<file path="src/rtl/fp_unpack.sv">
// fp_unpack: splits a packed IEEE-754-style word into sign, a signed biased
// exponent and a mantissa with an explicit hidden bit. Subnormal inputs are
// normalized serially (one left shift per cycle), so a non-zero mantissa
// always leaves this block with its MSB set.
module fp_unpack #(
   parameter int MANT_W = 24,
   parameter int EXP_W  = 8
) (
   input  logic                     clk,
   input  logic                     rst_n,
   input  logic                     in_valid,
   output logic                     in_ready,
   input  logic [EXP_W+MANT_W-1:0]  in_data,
   output logic                     out_valid,
   input  logic                     out_ready,
   output logic                     out_sign,
   output logic signed [EXP_W:0]    out_exp,
   output logic [MANT_W-1:0]        out_mant,
   output logic                     out_zero,
   output logic                     out_inf,
   output logic                     out_nan,
   output logic                     out_subnormal
);

   localparam int W = EXP_W + MANT_W;

   localparam logic [1:0] S_IDLE = 2'd0;
   localparam logic [1:0] S_NORM = 2'd1;
   localparam logic [1:0] S_DONE = 2'd2;

   // Exponent constants in the signed [EXP_W:0] biased form
   localparam logic signed [EXP_W:0] EXP_MAX = {1'b0, {EXP_W{1'b1}}};
   localparam logic signed [EXP_W:0] EXP_ONE = (EXP_W+1)'(1);
   localparam logic signed [EXP_W:0] EXP_ZERO = '0;

   logic [1:0]              state_q, state_d;
   logic                    sign_q, sign_d;
   logic signed [EXP_W:0]   exp_q, exp_d;
   logic [MANT_W-1:0]       mant_q, mant_d;
   logic                    zero_q, zero_d;
   logic                    inf_q, inf_d;
   logic                    nan_q, nan_d;
   logic                    sub_q, sub_d;

   // Packed input fields
   logic                    in_sign;
   logic [EXP_W-1:0]        in_e;
   logic [MANT_W-2:0]       in_f;
   logic                    accept;

   assign in_sign = in_data[W-1];
   assign in_e    = in_data[W-2 -: EXP_W];
   assign in_f    = in_data[MANT_W-2:0];

   // A finished result may be replaced by a new word on the same edge it is taken
   assign in_ready = (state_q == S_IDLE) || ((state_q == S_DONE) && out_ready);
   assign accept   = in_valid && in_ready;

   assign out_valid     = (state_q == S_DONE);
   assign out_sign      = sign_q;
   assign out_exp       = exp_q;
   assign out_mant      = mant_q;
   assign out_zero      = zero_q;
   assign out_inf       = inf_q;
   assign out_nan       = nan_q;
   assign out_subnormal = sub_q;

   // Next-state: normalization shift, handshake retirement, and classification on accept
   always_comb begin
      state_d = state_q;
      sign_d  = sign_q;
      exp_d   = exp_q;
      mant_d  = mant_q;
      zero_d  = zero_q;
      inf_d   = inf_q;
      nan_d   = nan_q;
      sub_d   = sub_q;

      case (state_q)
         S_NORM: begin
            // The bit below the MSB becomes the MSB after this shift
            mant_d = mant_q << 1;
            exp_d  = exp_q - EXP_ONE;
            if (mant_q[MANT_W-2]) begin
               state_d = S_DONE;
            end
         end
         S_DONE: begin
            if (out_ready && !accept) begin
               state_d = S_IDLE;
            end
         end
         default: ;
      endcase

      if (accept) begin
         sign_d = in_sign;
         zero_d = 1'b0;
         inf_d  = 1'b0;
         nan_d  = 1'b0;
         sub_d  = 1'b0;
         if (in_e == {EXP_W{1'b1}}) begin
            exp_d   = EXP_MAX;
            mant_d  = {1'b1, in_f};
            nan_d   = |in_f;
            inf_d   = ~|in_f;
            state_d = S_DONE;
         end else if (in_e == '0) begin
            if (in_f == '0) begin
               exp_d   = EXP_ZERO;
               mant_d  = '0;
               zero_d  = 1'b1;
               state_d = S_DONE;
            end else begin
               // Subnormal: start at exponent 1 with no hidden bit, then shift up
               exp_d   = EXP_ONE;
               mant_d  = {1'b0, in_f};
               sub_d   = 1'b1;
               state_d = S_NORM;
            end
         end else begin
            exp_d   = {1'b0, in_e};
            mant_d  = {1'b1, in_f};
            state_d = S_DONE;
         end
      end
   end

   // State and result registers; reset discards any word in flight
   always_ff @(posedge clk or negedge rst_n) begin
      if (!rst_n) begin
         state_q <= S_IDLE;
         sign_q  <= 1'b0;
         exp_q   <= '0;
         mant_q  <= '0;
         zero_q  <= 1'b0;
         inf_q   <= 1'b0;
         nan_q   <= 1'b0;
         sub_q   <= 1'b0;
      end else begin
         state_q <= state_d;
         sign_q  <= sign_d;
         exp_q   <= exp_d;
         mant_q  <= mant_d;
         zero_q  <= zero_d;
         inf_q   <= inf_d;
         nan_q   <= nan_d;
         sub_q   <= sub_d;
      end
   end

endmodule
</file>
<file path="config.mk">
export PLATFORM = sky130hd
export DESIGN_NAME = fp_unpack
export DESIGN_NICKNAME = d
export VERILOG_FILES = /design/src/rtl/fp_unpack.sv
export SDC_FILE = /design/constraint.sdc
export NUM_CORES = 1
export LEC_CHECK = 0
export ABC_CLOCK_PERIOD_IN_PS = 2200
export BUFFER_PORTS_ARGS = -buffer_cell sky130_fd_sc_hd__buf_4
export CORE_ASPECT_RATIO = 1.4
export CORE_MARGIN = 2
export CORE_UTILIZATION = 45
export DETAILED_ROUTE_END_ITERATION = 10
export GPL_ROUTABILITY_DRIVEN = 1
export HOLD_SLACK_MARGIN = 0.1
export PLACE_DENSITY_LB_ADDON = 0.08
export REMOVE_ABC_BUFFERS = 1
export SLEW_MARGIN = 25
export SYNTH_ARGS = -nofsm -noshare
export SYNTH_HDL_FRONTEND = slang
export SYNTH_SLANG_ARGS = --single-unit
</file>
<file path="constraint.sdc">
create_clock -name clk -period 2.2 [get_ports clk]
set_input_delay 0.11 -clock clk [delete_from_list [all_inputs] [get_ports clk]]
set_output_delay 0.11 -clock clk [all_outputs]
set_load 0.03 [all_outputs]
</file>
==> Flow_metrics.wiki, run 1 <==
{| class="wikitable"
! Metric !! Value
|-
| WL/cell || ~14 um
|-
| Vias || 1,874
|-
| Capturing element of the worst setup path || out_mant[12]
|-
| Least-Margin Pin Slew || 513 ps
|-
| Worst Path Max Fanout || 31
|-
| DRT iter0 DRCs || a little under 60
|-
| Buffer levels on the longest clock path || 2
|-
| Aggregate global-route resource usage || 0.224
|-
| Worst max-slew margin expressed relative to the limit || 0.658
|-
| First-pass GRT wire length || 8.66 mm
|-
| Mapped Area || 2010 um2
|-
| Data arrival time of the worst path || roughly 2200 ps
|-
| Core occupancy in the finished layout || 0.715
|-
| Design internal power || 2.09 mW
|-
| Via density per instance || 5.02
|-
| Critical Path Source || state_q[0]
|-
| Switching share of power || 0.453
|-
| CORE AREA || 4270 um2
|-
| Initial standard-cell utilization of the core || 0.470
|-
| Fraction of final layout cells sized beyond drive strength 1 || 0.288
|-
| Reg-to-reg startpoint || state_q[0]
|-
| Initial antenna violation count || 0
|-
| Maximum number of pins on one net before global-route repair || 41
|-
| Sinks on Clock Net || 40
|-
| Layout Area Growth over Synthesis || 52.2%
|-
| Hold Violations, Final || 0
|-
| Depth of the worst register-to-register path || 8
|-
| HP Class || in -> reg
|-
| Synthesized area per cell || 9.79 um2
|-
| Total power || 3.82 mW
|-
| Number of nets still failing antenna checks after routing || 0
|-
| Chip width || 60.4 um
|-
| Worst-case clock skew || approximately 4 ps
|-
| Overall overflow remaining after global route || 0
|-
| Post-detailed-placement half-perimeter wirelength || about 3.5 mm
|-
| Number of iterations in the first detailed-routing pass || 4
|-
| Vias in the first global route || between 1,500 and 2,000
|-
| Startpoint-to-endpoint class of the critical path || reg -> reg
|-
| Family of cells with the greatest summed delay on the critical path || compound AO/OA/AOI/OAI gates
|-
| Total number of H-tree levels || 2
|-
| Number of failing setup endpoints in the final timing report || 0
|-
| Number of instances in the synthesized netlist || 205
|-
| Die area || between 5000 and 6000 um2
|-
| Wire length reported by the detailed router || ~5.2 mm
|-
| Required time reported for the critical path endpoint || about 2400 ps
|-
| CTS clk-pin slew, worst paths || 80 ps
|-
| Buffering stage count on the worst path with inverters included || 3
|-
| Clock share of power || 0.132
|-
| Yosys reg bits || 40
|-
| Pre-CTS WS || 301 ps
|-
| Max-capacitance violation count || 0
|-
| RR Endpoint || out_mant[12]
|-
| Top Ports || 76
|-
| Worst supply voltage drop on vdd || about 0.0011 V
|-
| Sequential-to-total area share from yosys stat || 0.499
|-
| Part of the power in combinational logic || 0.519
|-
| Flop2flop setup slack || 270 ps
|-
| Logic depth of the worst path, buffers included || 8
|-
| Count of cell types in the netlist || 27
|-
| Number of I/O port buffers || 75
|-
| Type of origin of the critical path || flip-flop
|-
| Power density over the cells || 1250 nW/um2
|-
| Clock root buffer master || clkbuf_8
|-
| CP peak stage delay || 370 ps
|-
| Sequential Power Share || 0.349
|-
| Row cnt || 28
|-
| Sort of element at the end of the critical path || flip-flop
|-
| Final critical path time including I/O delays and setup || 1930 ps
|-
| Status || completed
|-
| Net switching power || between 1.5 and 2 mW
|-
| Final clock period utilization by the worst path || 0.877
|-
| TritonCTS clock tree || done
|-
| # nets final || between 300 and 400
|-
| TritonCTS buffer count || 5
|-
| Unrepaired setup endpoints after global routing || false
|-
| DR DRC count || 0
|-
| Clk Latency, worst-skew pair || 290 ps
|-
| PnR worst setup slack || roughly 270 ps
|-
| Max Fclk || between 500 and 600 MHz
|-
| Max-slew violation count || 0
|-
| Critical-path top delay cell || dfrtp_1
|-
| Final weighted congestion in routability-driven placement || 0.784
|-
| Number of inserted diodes || 0
|-
| Leakage dissipation || 1.33 nW
|-
| Chain of cells forming the critical path || inv_1 -> ha_1 -> a21oi_1 -> inv_1 -> nand2_2 -> buf_12 -> nor2_1 -> a21oi_1
|-
| Yosys synthesis warning count || 0
|-
| Die Ht || between 80 and 90 um
|}
[synthesized netlist by cell type]
| cell type | n | area [um2] |
|---|---|---|
| o31ai_1 | 1 | 7.51 |
| nor3b_2 | 1 | 12.5 |
| dfrtp_1 | 40 | 1000 |
| buf_2 | 10 | 50.1 |
| a32oi_1 | 1 | 8.76 |
| nand2_1 | 15 | 56.3 |
| nand4_1 | 3 | 18.8 |
| or4_1 | 2 | 15.0 |
| nor4b_1 | 1 | 8.76 |
| o21ai_0 | 4 | 20.0 |
| mux2i_1 | 22 | 220 |
| nand3_1 | 2 | 10.0 |
| or4_4 | 1 | 11.3 |
| nor3_1 | 3 | 15.0 |
| o41ai_1 | 1 | 8.76 |
| mux2_2 | 1 | 11.3 |
| nand2b_1 | 3 | 18.8 |
| o21ai_2 | 1 | 8.76 |
| ha_1 | 4 | 50.1 |
| a22o_1 | 3 | 26.3 |
| inv_1 | 6 | 22.5 |
| xor2_1 | 6 | 52.6 |
| a21oi_1 | 32 | 160 |
| xnor2_1 | 1 | 8.76 |
| nor2_1 | 35 | 131 |
| nor4_1 | 5 | 31.3 |
| nor4_4 | 1 | 21.3 |
[sequential cells by signal (all words and copies together), names as in the netlist]
register and count:
out_sign 1, out_nan 1, out_exp 9, out_mant 24, out_inf 1, state_q 2
out_subnormal 1, out_zero 1
[area by class of cell]
cell class | count | area (um2)
clock buffer | 8 | 90.1
timing repair buffer | 110 | 931
multi-input combinational | 149 | 936
inverter | 6 | 22.5
sequential | 40 | 1000
tap | 60 | 75.1
fill | 363 | 1220
[layout by cell type, fill, tap and decap left out, types with 3 or more instances in the layout]
cell type,Yosys,routed
nor3_1,3,3
mux2i_1,22,22
a22o_1,3,3
inv_1,6,6
a21oi_1,32,32
ha_1,4,4
dfrtp_1,40,40
nor4_1,5,5
xor2_1,6,6
nand2b_1,3,3
dlygate4sd3_1,0,32
buf_4,0,76
o21ai_0,4,4
nand4_1,3,3
clkbuf_8,0,6
nor2_1,35,35
nand2_1,15,14
[routing by layer]
layer	wire length, um	GRT usage
met1	1960	0.248
met2	2910	0.406
met3	260	0.0561
met4	72	0.0652
met5	0	0
[worst reg2reg max path, stage by stage (launching register included)]
cell	delay [ps]
dfrtp_1	370
inv_1	70
ha_1	240
a21oi_1	360
inv_1	140
nand2_2	250
buf_12	220
nor2_1	80
a21oi_1	130
[repair_timing]
action,CTS,global route
buffers inserted,0,0
hold endpoints to repair,71,0
hold buffers,32,0
gates resized for setup,0,0
[per-stage QoR]
stage,cells,hold slack [ps],instance area [um2],TNS [ps]
finish,373,133,3060,0
CTS,373,126,3060,0
floorplan,195,-186,1960,-21240
detailed placement,333,120,2650,0
global placement,333,124,2650,0
global route,373,148,3060,0
[power groups by stage]
| stage | Sequential, mW | Combinational, mW | Clock (mW) |
|---|---|---|---|
| after floorplan | 1.89 | 0.586 | 0 |
| after global placement | 1.34 | 1.92 | 0 |
| after detailed placement | 1.35 | 1.94 | 0 |
| after CTS | 1.33 | 1.99 | 0.521 |
| after global routing | 1.38 | 2.14 | 0.547 |
| final | 1.33 | 1.98 | 0.506 |
[logic make-up (layout without fill, tap and decap cells)]
group,after synthesis,count (layout),share of synthesized area
simple gates,72,72,0.175
fa+ha+maj,4,4,0.0249
buf+inv,16,124,0.0362
compound gates,43,43,0.120
xor+xnor,7,7,0.0305
mux,23,23,0.115
flops,40,40,0.499
[worst min-delay path by stage]
stage           startpoint         end  slack (ps)  depth (start not counted)
4_1_cts        in_data[23]  out_exp[0]         130                          3
3_5_place_dp         rst_n  state_q[0]         120                          1
3_3_place_gp         rst_n  state_q[0]         120                          1
2_1_floorplan        rst_n  out_exp[0]        -190                          0
6_report       in_data[23]  out_exp[0]         130                          3
5_1_grt        in_data[23]  out_exp[0]         150                          3
No activity file was read; power rests on OpenSTA's default activity.
==> run 2: changes to the inputs <==
Settings changed: CELL_PAD_IN_SITES_DETAIL_PLACEMENT set to 1, CELL_PAD_IN_SITES_GLOBAL_PLACEMENT set to 1, CORE_UTILIZATION 45 to 36, PLACE_DENSITY set to 0.8, PLACE_DENSITY_LB_ADDON 0.08 to not set.
==> run 2 against run 1 <==
Effect of this change: wire length rose by 23%; final area fell by 0.61%; sequential power barely moved; sequential share of layout area rose by 0.20 points; critical path type unchanged; critical endpoint is now out_exp[0].
==> Flow_metrics.wiki, run 2 (synthesized netlist as in run 1, its figures left out) <==
{| class="wikitable"
! Metric !! Value
|-
| DRT iter0 DRCs || 28 (-53%)
|-
| Global-route layer with the greatest usage || met2
|-
| Hold Violations, Final || 0 (unchanged)
|-
| Worst-case clock skew || 5.20 ps (+1.30 ps)
|-
| Max-slew violation count || 0 (unchanged)
|-
| Cell Count Post-Placement || 342 (+2.7%)
|-
| Number of failing setup endpoints in the final timing report || 0 (unchanged)
|-
| # nets final || 348 (-1.1%)
|-
| Required time reported for the critical path endpoint || 2410 ps (about the same)
|-
| Leading cell type in the layout, fill and taps excluded || buf_4
|-
| Final critical path time including I/O delays and setup || 1980 ps (+55.5 ps)
|-
| Number of stages on the worst hold path || 3 (unchanged)
|-
| Top Ports || 76 (unchanged)
|-
| Met2 track demand over resource in global routing || 0.412 (+0.00559)
|-
| Most frequent cells in the layout || 79 x buf_4, 40 x dfrtp_1, 35 x nor2_1, 32 x a21oi_1, 27 x dlygate4sd3_1
|-
| Buffer levels on the longest clock path || 2 (unchanged)
|-
| Reg-to-reg startpoint || state_q[0]
|-
| Sinks on Clock Net || 40 (unchanged)
|-
| Leakage dissipation || 1.33 nW (-0.61%)
|-
| Number of I/O port buffers || 75 (unchanged)
|-
| TritonCTS clock tree || done
|-
| Status || completed
|-
| Fraction of final layout cells sized beyond drive strength 1 || 0.301 (+0.0134)
|-
| Startpoint-to-endpoint class of the critical path || reg -> reg
|-
| RR Endpoint || out_exp[0]
|-
| Final weighted congestion in routability-driven placement || 0.789 (+0.73%)
|-
| HP Class || in -> reg
|-
| Data arrival time of the worst path || 2190 ps (+40 ps)
|-
| Die area || 6200 um2 (+24%)
|-
| Post-Layout Inst Area || 3040 um2 (-0.61%)
|-
| Met3 track demand over resource in global routing || 0.0474 (-0.00869)
|-
| Final cell count without fillers || 378 (+1.3%)
|-
| Die Ht || 92.3 um (+11%)
|-
| Post-detailed-placement half-perimeter wirelength || 4.27 mm (+20%)
|-
| Power density over the cells || 1320 nW/um2 (+5.2%)
|-
| Hold Path Origin || in_data[25]
|-
| Total number of H-tree levels || 2 (unchanged)
|-
| Worst Path Max Fanout || 24 (-23%)
|-
| Least-Margin Pin Slew || 515 ps (+1.06 ps)
|-
| Endpoint, Worst Hold || out_exp[2]
|-
| Layout Area Growth over Synthesis || 51.3%
|-
| Via density per instance || 5.15 (+2.5%)
|-
| DR DRC count || 0 (unchanged)
|-
| Final clock period utilization by the worst path || 0.902 (+0.0252)
|-
| Vias || 1,946 (+3.8%)
|-
| Pre-CTS WS || 268 ps (-33.6 ps)
|-
| CORE AREA || 5450 um2 (+27%)
|-
| Setup TNS || 0 ps (unchanged)
|-
| Chip width || 67.1 um (+11%)
|-
| Max-capacitance violation count || 0 (unchanged)
|-
| Clock root buffer master || clkbuf_8
|-
| Number of nets still failing antenna checks after routing || 0 (unchanged)
|-
| Cell area after placement || 2640 um2 (-0.28%)
|-
| Wire length reported by the detailed router || 6.43 mm (+23%)
|-
| Initial antenna violation count || 0 (unchanged)
|-
| Unrepaired setup endpoints after global routing || false
|-
| Aggregate global-route resource usage || 0.222 (-0.00264)
|-
| Worst supply voltage drop on vdd || 0.000913 V (-14%)
|-
| Worst max-slew margin expressed relative to the limit || 0.657 (-0.000705)
|-
| Overall overflow remaining after global route || 0 (unchanged)
|-
| PnR worst setup slack || 215 ps (-55.5 ps)
|-
| Critical Path Source || state_q[0]
|-
| Number of iterations in the first detailed-routing pass || 4 (unchanged)
|-
| Flip-flop count of the largest register, all copies and words added || 24 (unchanged)
|-
| CTS clk-pin slew, worst paths || 80 ps (about the same)
|-
| Type of origin of the critical path || flip-flop
|-
| Maximum number of pins on one net before global-route repair || 41 (unchanged)
|-
| Depth of the worst register-to-register path || 8 (unchanged)
|-
| Clk Latency, worst-skew pair || 290 ps (about the same)
|-
| Vias in the first global route || 2,130 (+7.0%)
|-
| WL/cell || 17.0 um (+22%)
|-
| TritonCTS buffer count || 5 (unchanged)
|-
| First-pass GRT wire length || 10.3 mm (+19%)
|-
| Max Fclk || 504 MHz (-2.8%)
|-
| Sort of element at the end of the critical path || flip-flop
|-
| Row cnt || 32 (+14%)
|-
| Initial standard-cell utilization of the core || 0.369 (-0.101)
|-
| Global-route track usage on met1 || 0.229 (-0.0187)
|-
| Flop2flop setup slack || 220 ps (-60 ps)
|}
[run 2: routing by layer]
metal	up-vias	part of all wire
met4	0	0.025
met5	-	0
met3	15	0.040
li1	921	-
met1	956	0.36
met2	54	0.58
[run 2: worst max-delay path by stage]
stage | end | slack (ps) | cells after the start
after global routing | out_exp[0] | 60 | 8
after CTS | out_mant[12] | 190 | 8
after global placement | out_exp[8] | 400 | 6
after detailed placement | out_exp[0] | 270 | 8
after floorplan | state_q[1] | -820 | 7
final | out_exp[0] | 220 | 8
[run 2: per-stage QoR]
step / util / total power, mW / hold slack, ps
floorplan: - / 2.48 / -186
global placement: 0.484 / 3.24 / 119
detailed placement: 0.484 / 3.30 / 125
CTS: 0.557 / 4.01 / 103
global route: 0.557 / 4.22 / 117
finish: 0.558 / 4.00 / 101
[run 2: where the power goes]
group	switching, mW	total (mW)	internal, mW
logic	1.22	1.99	0.765
registers	0.310	1.35	1.04
clock network	0.258	0.658	0.400
total	1.79	4.00	2.21
[run 2: final cells by class]
class,instances,area (um2)
Fill cell,621,2410
Antenna cell,1,2.50
Multi-Input combinational cell,149,936
Sequential cell,40,1000
Timing Repair Buffer,106,863
Clock buffer,7,96.3
Inverter,6,22.5
Clock inverter,1,30.0
Tap cell,68,85.1
[run 2: critical path: stages, from the launching register on]
cell	delay [ps]
dfrtp_1	380
inv_1	70
ha_1	240
a21oi_1	350
inv_1	160
nand2_2	140
buf_4	280
nor2_1	90
o21ai_0	180
[run 2: repair_timing]
item / 4_1_cts / 5_1_grt
hold buffers: 27 / 0
resized for setup: 0 / 0
endpoints found under the hold margin: 66 / 0
setup buffers: 0 / 0
